### src/rtl/temperature_pkg.sv
// temperature_pkg
// Shared definitions for the temperature monitor: FSM state encoding,
// display (LED) codes, comfort band limits and the LED classification helper.
package temperature_pkg;

  typedef enum logic [2:0] {
    ST_IDLE,
    ST_ACCUM,
    ST_DIVIDE,
    ST_ROUND,
    ST_DONE
  } state_t;

  localparam logic [7:0] LED_NONE = 8'h00;
  localparam logic [7:0] LED_COLD = 8'h01;
  localparam logic [7:0] LED_OK   = 8'h02;
  localparam logic [7:0] LED_HOT  = 8'h04;

  // Comfort band: BAND_LO..BAND_HI inclusive shows LED_OK.
  localparam logic [7:0] BAND_LO = 8'd19;
  localparam logic [7:0] BAND_HI = 8'd26;

  function automatic logic [7:0] led_code(input logic [7:0] avg,
                                          input logic [7:0] count);
    if (count == 8'd0)     return LED_NONE;
    else if (avg < BAND_LO) return LED_COLD;
    else if (avg <= BAND_HI) return LED_OK;
    else                    return LED_HOT;
  endfunction

endpackage

### src/rtl/temperature_monitor_divider.sv
// seq_divider
// 16-bit restoring divider, one quotient bit per clock.
// The start edge loads the operands and already resolves the first quotient
// bit, so 16 edges (start edge included) produce the result; done_o pulses
// for one cycle right after the last bit, with quotient/remainder registered.
// Ports:
//   clk_i, rst_n_i        clock, async active-low reset
//   start_i               load operands and begin
//   dividend_i, divisor_i 16-bit operands
//   done_o                one-cycle pulse, result valid
//   quotient_o, remainder_o  registered result
module seq_divider (
  input  logic        clk_i,
  input  logic        rst_n_i,
  input  logic        start_i,
  input  logic [15:0] dividend_i,
  input  logic [15:0] divisor_i,
  output logic        done_o,
  output logic [15:0] quotient_o,
  output logic [15:0] remainder_o
);

  logic [15:0] rem_q;
  logic [15:0] quo_q;
  logic [15:0] dvs_q;
  logic [3:0]  cnt_q;
  logic        active_q;

  // One restoring step: shift in next dividend bit, subtract when it fits.
  // Since rem < dvs, trial - dvs always fits in 16 bits.
  function automatic logic [31:0] div_step(input logic [15:0] rem,
                                           input logic [15:0] quo,
                                           input logic [15:0] dvs);
    logic [16:0] trial;
    logic [15:0] diff;
    trial = {rem, quo[15]};
    diff  = trial[15:0] - dvs;
    if (trial >= {1'b0, dvs}) return {diff, quo[14:0], 1'b1};
    else                      return {trial[15:0], quo[14:0], 1'b0};
  endfunction

  always_ff @(posedge clk_i or negedge rst_n_i) begin
    if (!rst_n_i) begin
      rem_q    <= '0;
      quo_q    <= '0;
      dvs_q    <= '0;
      cnt_q    <= '0;
      active_q <= 1'b0;
      done_o   <= 1'b0;
    end else begin
      done_o <= 1'b0;
      if (start_i) begin
        {rem_q, quo_q} <= div_step('0, dividend_i, divisor_i);
        dvs_q          <= divisor_i;
        cnt_q          <= 4'd15;
        active_q       <= 1'b1;
      end else if (active_q) begin
        {rem_q, quo_q} <= div_step(rem_q, quo_q, dvs_q);
        cnt_q          <= cnt_q - 4'd1;
        if (cnt_q == 4'd1) begin
          active_q <= 1'b0;
          done_o   <= 1'b1;
        end
      end
    end
  end

  assign quotient_o  = quo_q;
  assign remainder_o = rem_q;

endmodule

### src/rtl/temperature_monitor.sv
// temperature_monitor
// Latches a snapshot of NR_SENSORS 8-bit temperatures on start, sums the
// enabled ones (one per cycle), divides by the enabled count, rounds to
// nearest, and publishes average, count, LED code and a hysteretic alert.
// Fixed latency: results and done_o appear NR_SENSORS+17 edges after start.
// Ports:
//   clk_i, rst_n_i   clock, async active-low reset
//   start_i          measurement request (sampled in IDLE only)
//   sensors_data_i   8 bits per sensor, sensor k at [8k+7:8k]
//   sensors_en_i     per-sensor enables
//   busy_o, done_o   status; done_o is a one-cycle result pulse
//   avg_o, nr_active_o, led_output_o, alert_o  results, held between runs
module temperature_monitor
  import temperature_pkg::*;
#(
  parameter int NR_SENSORS = 5,
  parameter int ALERT_HI   = 40,
  parameter int ALERT_LO   = 35
) (
  input  logic                    clk_i,
  input  logic                    rst_n_i,
  input  logic                    start_i,
  input  logic [8*NR_SENSORS-1:0] sensors_data_i,
  input  logic [NR_SENSORS-1:0]   sensors_en_i,
  output logic                    busy_o,
  output logic                    done_o,
  output logic [7:0]              avg_o,
  output logic [7:0]              nr_active_o,
  output logic [7:0]              led_output_o,
  output logic                    alert_o
);

  localparam logic [4:0] LAST_IDX = 5'(NR_SENSORS - 1);
  localparam logic [7:0] HI_LIM   = 8'(ALERT_HI);
  localparam logic [7:0] LO_LIM   = 8'(ALERT_LO);

  state_t                  state_q;
  logic [8*NR_SENSORS-1:0] data_q;
  logic [NR_SENSORS-1:0]   en_q;
  logic [15:0]             sum_q;
  logic [7:0]              count_q;
  logic [4:0]              idx_q;

  logic        div_start;
  logic        div_done;
  logic [15:0] div_q;
  logic [15:0] div_r;

  logic [16:0] rounded;
  logic [7:0]  avg_next;
  logic        alert_next;

  // Sum is final once ACCUM ends, so the divider is kicked on the first
  // DIVIDE cycle; it then spans exactly the 16 DIVIDE cycles.
  assign div_start = (state_q == ST_DIVIDE) && (idx_q == 5'd0);

  seq_divider u_divider (
    .clk_i       (clk_i),
    .rst_n_i     (rst_n_i),
    .start_i     (div_start),
    .dividend_i  (sum_q),
    .divisor_i   ({8'b0, count_q}),
    .done_o      (div_done),
    .quotient_o  (div_q),
    .remainder_o (div_r)
  );

  always_comb begin
    rounded = {1'b0, div_q};
    if ({div_r, 1'b0} >= {9'b0, count_q}) rounded = {1'b0, div_q} + 17'd1;

    if (count_q == 8'd0)         avg_next = 8'd0;
    else if (rounded > 17'd255)  avg_next = 8'hFF;
    else                         avg_next = rounded[7:0];

    alert_next = alert_o;
    if (count_q == 8'd0 || avg_next >= HI_LIM) alert_next = 1'b1;
    else if (avg_next <= LO_LIM)               alert_next = 1'b0;
  end

  always_ff @(posedge clk_i or negedge rst_n_i) begin
    if (!rst_n_i) begin
      state_q      <= ST_IDLE;
      data_q       <= '0;
      en_q         <= '0;
      sum_q        <= '0;
      count_q      <= '0;
      idx_q        <= '0;
      busy_o       <= 1'b0;
      done_o       <= 1'b0;
      avg_o        <= '0;
      nr_active_o  <= '0;
      led_output_o <= '0;
      alert_o      <= 1'b0;
    end else begin
      done_o <= 1'b0;
      unique case (state_q)
        ST_IDLE: begin
          if (start_i) begin
            data_q  <= sensors_data_i;
            en_q    <= sensors_en_i;
            sum_q   <= '0;
            count_q <= '0;
            idx_q   <= '0;
            busy_o  <= 1'b1;
            state_q <= ST_ACCUM;
          end
        end
        ST_ACCUM: begin
          // Snapshot is shifted down so the current sensor is always at LSB.
          if (en_q[0]) begin
            sum_q   <= sum_q + {8'b0, data_q[7:0]};
            count_q <= count_q + 8'd1;
          end
          data_q <= data_q >> 8;
          en_q   <= en_q >> 1;
          if (idx_q == LAST_IDX) begin
            idx_q   <= '0;
            state_q <= ST_DIVIDE;
          end else begin
            idx_q <= idx_q + 5'd1;
          end
        end
        ST_DIVIDE: begin
          if (idx_q == 5'd15) begin
            idx_q   <= '0;
            state_q <= ST_ROUND;
          end else begin
            idx_q <= idx_q + 5'd1;
          end
        end
        ST_ROUND: begin
          if (div_done) begin
            avg_o        <= avg_next;
            nr_active_o  <= count_q;
            led_output_o <= led_code(avg_next, count_q);
            alert_o      <= alert_next;
            done_o       <= 1'b1;
            busy_o       <= 1'b0;
            state_q      <= ST_DONE;
          end
        end
        ST_DONE: state_q <= ST_IDLE;
        default: state_q <= ST_IDLE;
      endcase
    end
  end

endmodule

### config.mk
export PLATFORM = sky130hd
export DESIGN_NAME = temperature_monitor
export DESIGN_NICKNAME = d
export VERILOG_FILES = /design/src/rtl/temperature_pkg.sv /design/src/rtl/temperature_monitor_divider.sv /design/src/rtl/temperature_monitor.sv
export SDC_FILE = /design/constraint.sdc
export NUM_CORES = 1
export LEC_CHECK = 0
export CORE_ASPECT_RATIO = 0.9
export CORE_UTILIZATION = 40
export CTS_CLUSTER_DIAMETER = 30
export DETAILED_ROUTE_END_ITERATION = 8
export GPL_TIMING_DRIVEN = 0
export MAX_ROUTING_LAYER = met4
export PLACE_DENSITY = 0.66
export SETUP_SLACK_MARGIN = 0.02
export SYNTH_ARGS = -nofsm -noshare
export SYNTH_HDL_FRONTEND = slang
export SYNTH_SLANG_ARGS = --single-unit
### constraint.sdc
create_clock -name clk_i -period 8.05 [get_ports clk_i]
set_clock_uncertainty 0.1 [all_clocks]
set_input_delay 1.61 -clock clk_i [delete_from_list [all_inputs] [get_ports clk_i]]
set_output_delay 1.61 -clock clk_i [all_outputs]
set_load 0.02 [all_outputs]
==> results_dict.tcl <==
set metrics [dict create \
    netlist.top_cell.by_area "dfrtp_1" \
    die-width_um 150 \
    hold_ws_ns 0.379 \
    cts_resized 0 \
    period_needed_ns 3.35 \
    slew_headroom 0.416 \
    die_h_um 135 \
    layout_commonest_cell "dfrtp_1" \
    worstSetupPathType "in -> reg" \
    hold_viol 0 \
    grt_pass1_wl_mm 31.7 \
    grt_usage 0.207 \
    rsz0062_at_grt "false" \
    setup_viol 0 \
    vias 6504 \
    cts_tree "yes" \
    cts-hold-fix-buffers 0 \
    clock_latency_ns 0.43 \
    final_cell_mix "145 x dfrtp_1, 137 x nor2_1, 122 x nand2_1" \
    crit_required_ns 8.25 \
    synth_area_leaders "dfrtp_1 46%, nor2_1 6.5%, nand2_1 5.8%" \
    fin_util 0.493 \
    drtAntennaViolNets 0 \
    yosys_warnings 0 \
    end_kind "flip-flop" \
    crit_chain "clkdlybuf4s50_1, nand2_1, or2_2, nand2_1, nand2_1, nor4b_1, xnor2_1, nor2_1" \
    synth_edf_count 0 \
    yosysSeqAreaShare 0.459 \
    diodes 0 \
    syn_avg_cell_area_sq_um 8.95 \
    start_util 0.410 \
    ys.flop_type "dfrtp_1" \
    drive_above_1_share 0.0638 \
    die_area_sq_um 20300 \
    cp_max_fo 8 \
    max_stage_delay_ns 0.49 \
    critPathLaunchType "input pin" \
    final_cell_area_sq_um 9510 \
    postCtsSetupBuffers 0 \
    critPathTopFamily "simple AND/OR/NAND/NOR gates" \
    async_flop_share 1.00 \
    grt_pass1_vias 6244 \
    tightest_slew_ns 0.868 \
    synth_seq_cells 145 \
    drv_cap 0 \
    fin_cells 1237 \
    drt_pass1_iterations 6 \
    clk_pin_slew_worst_paths_ns 0.06 \
    status "finished clean" \
    ir_worst_vdd_v 0.000158 \
    place_inst 1206 \
    fmax_mhz 299 \
    vias_per_cell 5.26 \
    area_growth_pct 20.4 \
    design.core.area_sq_um 19300 \
    fin_crit_sh 0.416 \
    num_io_pins 75 \
    gp_congestion 0.848 \
    final_nets 1059 \
    worstPathArrival_ns 3.55 \
    placed_area_sq_um 8940 \
    synthCells 882 \
    hp-class "reg -> reg" \
    path_common_cell "nand2_1" \
    wl_mm 18.9 \
    place_hpwl_mm 13.8 \
    powerDensity_nw_per_um2 416 \
    critical-path-slowest-cell "clkdlybuf4s50_1" \
    cts_buffers 17 \
    maxSlewViolCount 0 \
    cts_root_buffer "clkbuf_16" \
    grt_max_degree 84 \
    drc 0 \
    cts.path.max_buffers 2 \
    num_rows 48 \
    wl_per_cell_um 15.3 \
    clkSinkCount 145 \
    antenna_found_initial 0 \
    drt-initial-drc-count 427 \
    overflow 0 \
    p_leak_nw 4.14 \
    cp_num_buf_inv 1 \
    htreeDepth 4 \
    yosysTopAreaCellShare 0.459 \
    place.port_buffers 69 \
    syn-cell-area_sq_um 7900 \
    netlist-cell-type-count 68 \
]
## path summary, 6_finish.rpt
kind	start	end	slack (ns)	depth (start not counted)
hold reg to reg	avg_o[5]$_DFFE_PN0P_	avg_o[5]$_DFFE_PN0P_	0.38	2
hold / removal	avg_o[5]$_DFFE_PN0P_	avg_o[5]$_DFFE_PN0P_	0.38	2
min in group asynchronous	rst_n_i	data_q[28]$_DFFE_PN0P_	1.05	1
setup reg to reg	count_q[1]$_DFFE_PN0P_	led_output_o[2]$_DFFE_PN0P_	4.84	10
setup / recovery	start_i	sum_q[15]$_DFFE_PN0P_	4.70	8
max in group asynchronous	rst_n_i	u_divider.cnt_q[3]$_DFFE_PN0P_	5.94	2
## tightest hold or removal path, delay by kind of cell, from the launching register on
family / cells / cell delay, ns
AND/OR/NAND/NOR: 1 / 0.05
flip-flops: 1 / 0.34
AO/OA/AOI/OAI: 1 / 0.06
## area by class of cell
type,count,area [sq um]
buffer,45,196
clock buffer,18,439
clock inverter,13,126
fill,1780,9770
inverter,35,131
multi-input combinational,661,3960
sequential,145,3630
tap,250,313
timing repair buffer,70,719
## through the flow
stage          power [W]  worst slack [ns]  TNS [ns]
5_1_grt          0.00430              4.58         0
4_1_cts          0.00397              4.72         0
3_5_place_dp     0.00319              4.29         0
2_1_floorplan    0.00267              5.14         0
6_report         0.00396              4.70         0
3_3_place_gp     0.00315            -0.806   -114.08
## logic make-up after synthesis
group	share of synthesized area
compound gates	0.158
xor+xnor	0.0497
fa+ha+maj	0.0589
buf+inv	0.0415
flops	0.459
mux	0.0255
other cells	0.000475
simple gates	0.207
## report_power, final
| part | switching [W] | internal (W) |
|---|---|---|
| Sequential | 0.000247 | 0.00104 |
| Clock | 0.000323 | 0.000436 |
| Combinational | 0.00112 | 0.000794 |
## routing by layer
metal / GRT usage / vias to the layer above / routed length [um]
li1: - / 3233 / -
met1: 0.291 / 3083 / 9520
met2: 0.303 / 167 / 8220
met3: 0.0394 / 21 / 883
met4: 0.0612 / 0 / 247
met5: - / - / 0
## state kept, by name, summed over array words and instances (netlist names)
name / flops
done_o: 1
u_divider.dvs_q: 8
u_divider.cnt_q: 4
u_divider.remainder_o: 16
nr_active_o: 8
count_q: 8
u_divider.quotient_o: 16
sum_q: 16
led_output_o: 3
u_divider.active_q: 1
busy_o: 1
data_q: 40
avg_o: 8
en_q: 5
idx_q: 5
alert_o: 1
state_q: 3
u_divider.done_o: 1
## synthesized netlist by cell type (2+ instances only)
cell type    n
nor3b_1      5
inv_1       35
nand4b_1     2
or3_1        8
a21o_1       3
fa_1         2
nor4_4       2
a211oi_1    11
o21bai_1     4
a31oi_1      3
clkbuf_1    37
nand4_1      4
o22a_1       2
or2_2        5
o21ai_0     69
o21a_1       4
nor4_1       2
o31ai_1      5
nand2b_1     3
o31ai_2      2
dfrtp_1    145
a21oi_1     29
ha_1        34
o21ai_1      4
nand3_1     22
o211ai_1     5
xor2_1       8
xnor2_1     35
mux2i_1     19
nor2b_1      3
buf_4        5
a22o_1       2
nor3_1      24
and3_1       2
nand2_1    122
nor4b_1      4
or3b_2       2
and2_1       3
o22ai_1     41
nor2_1     137
Power figures use the tool's default switching activity.
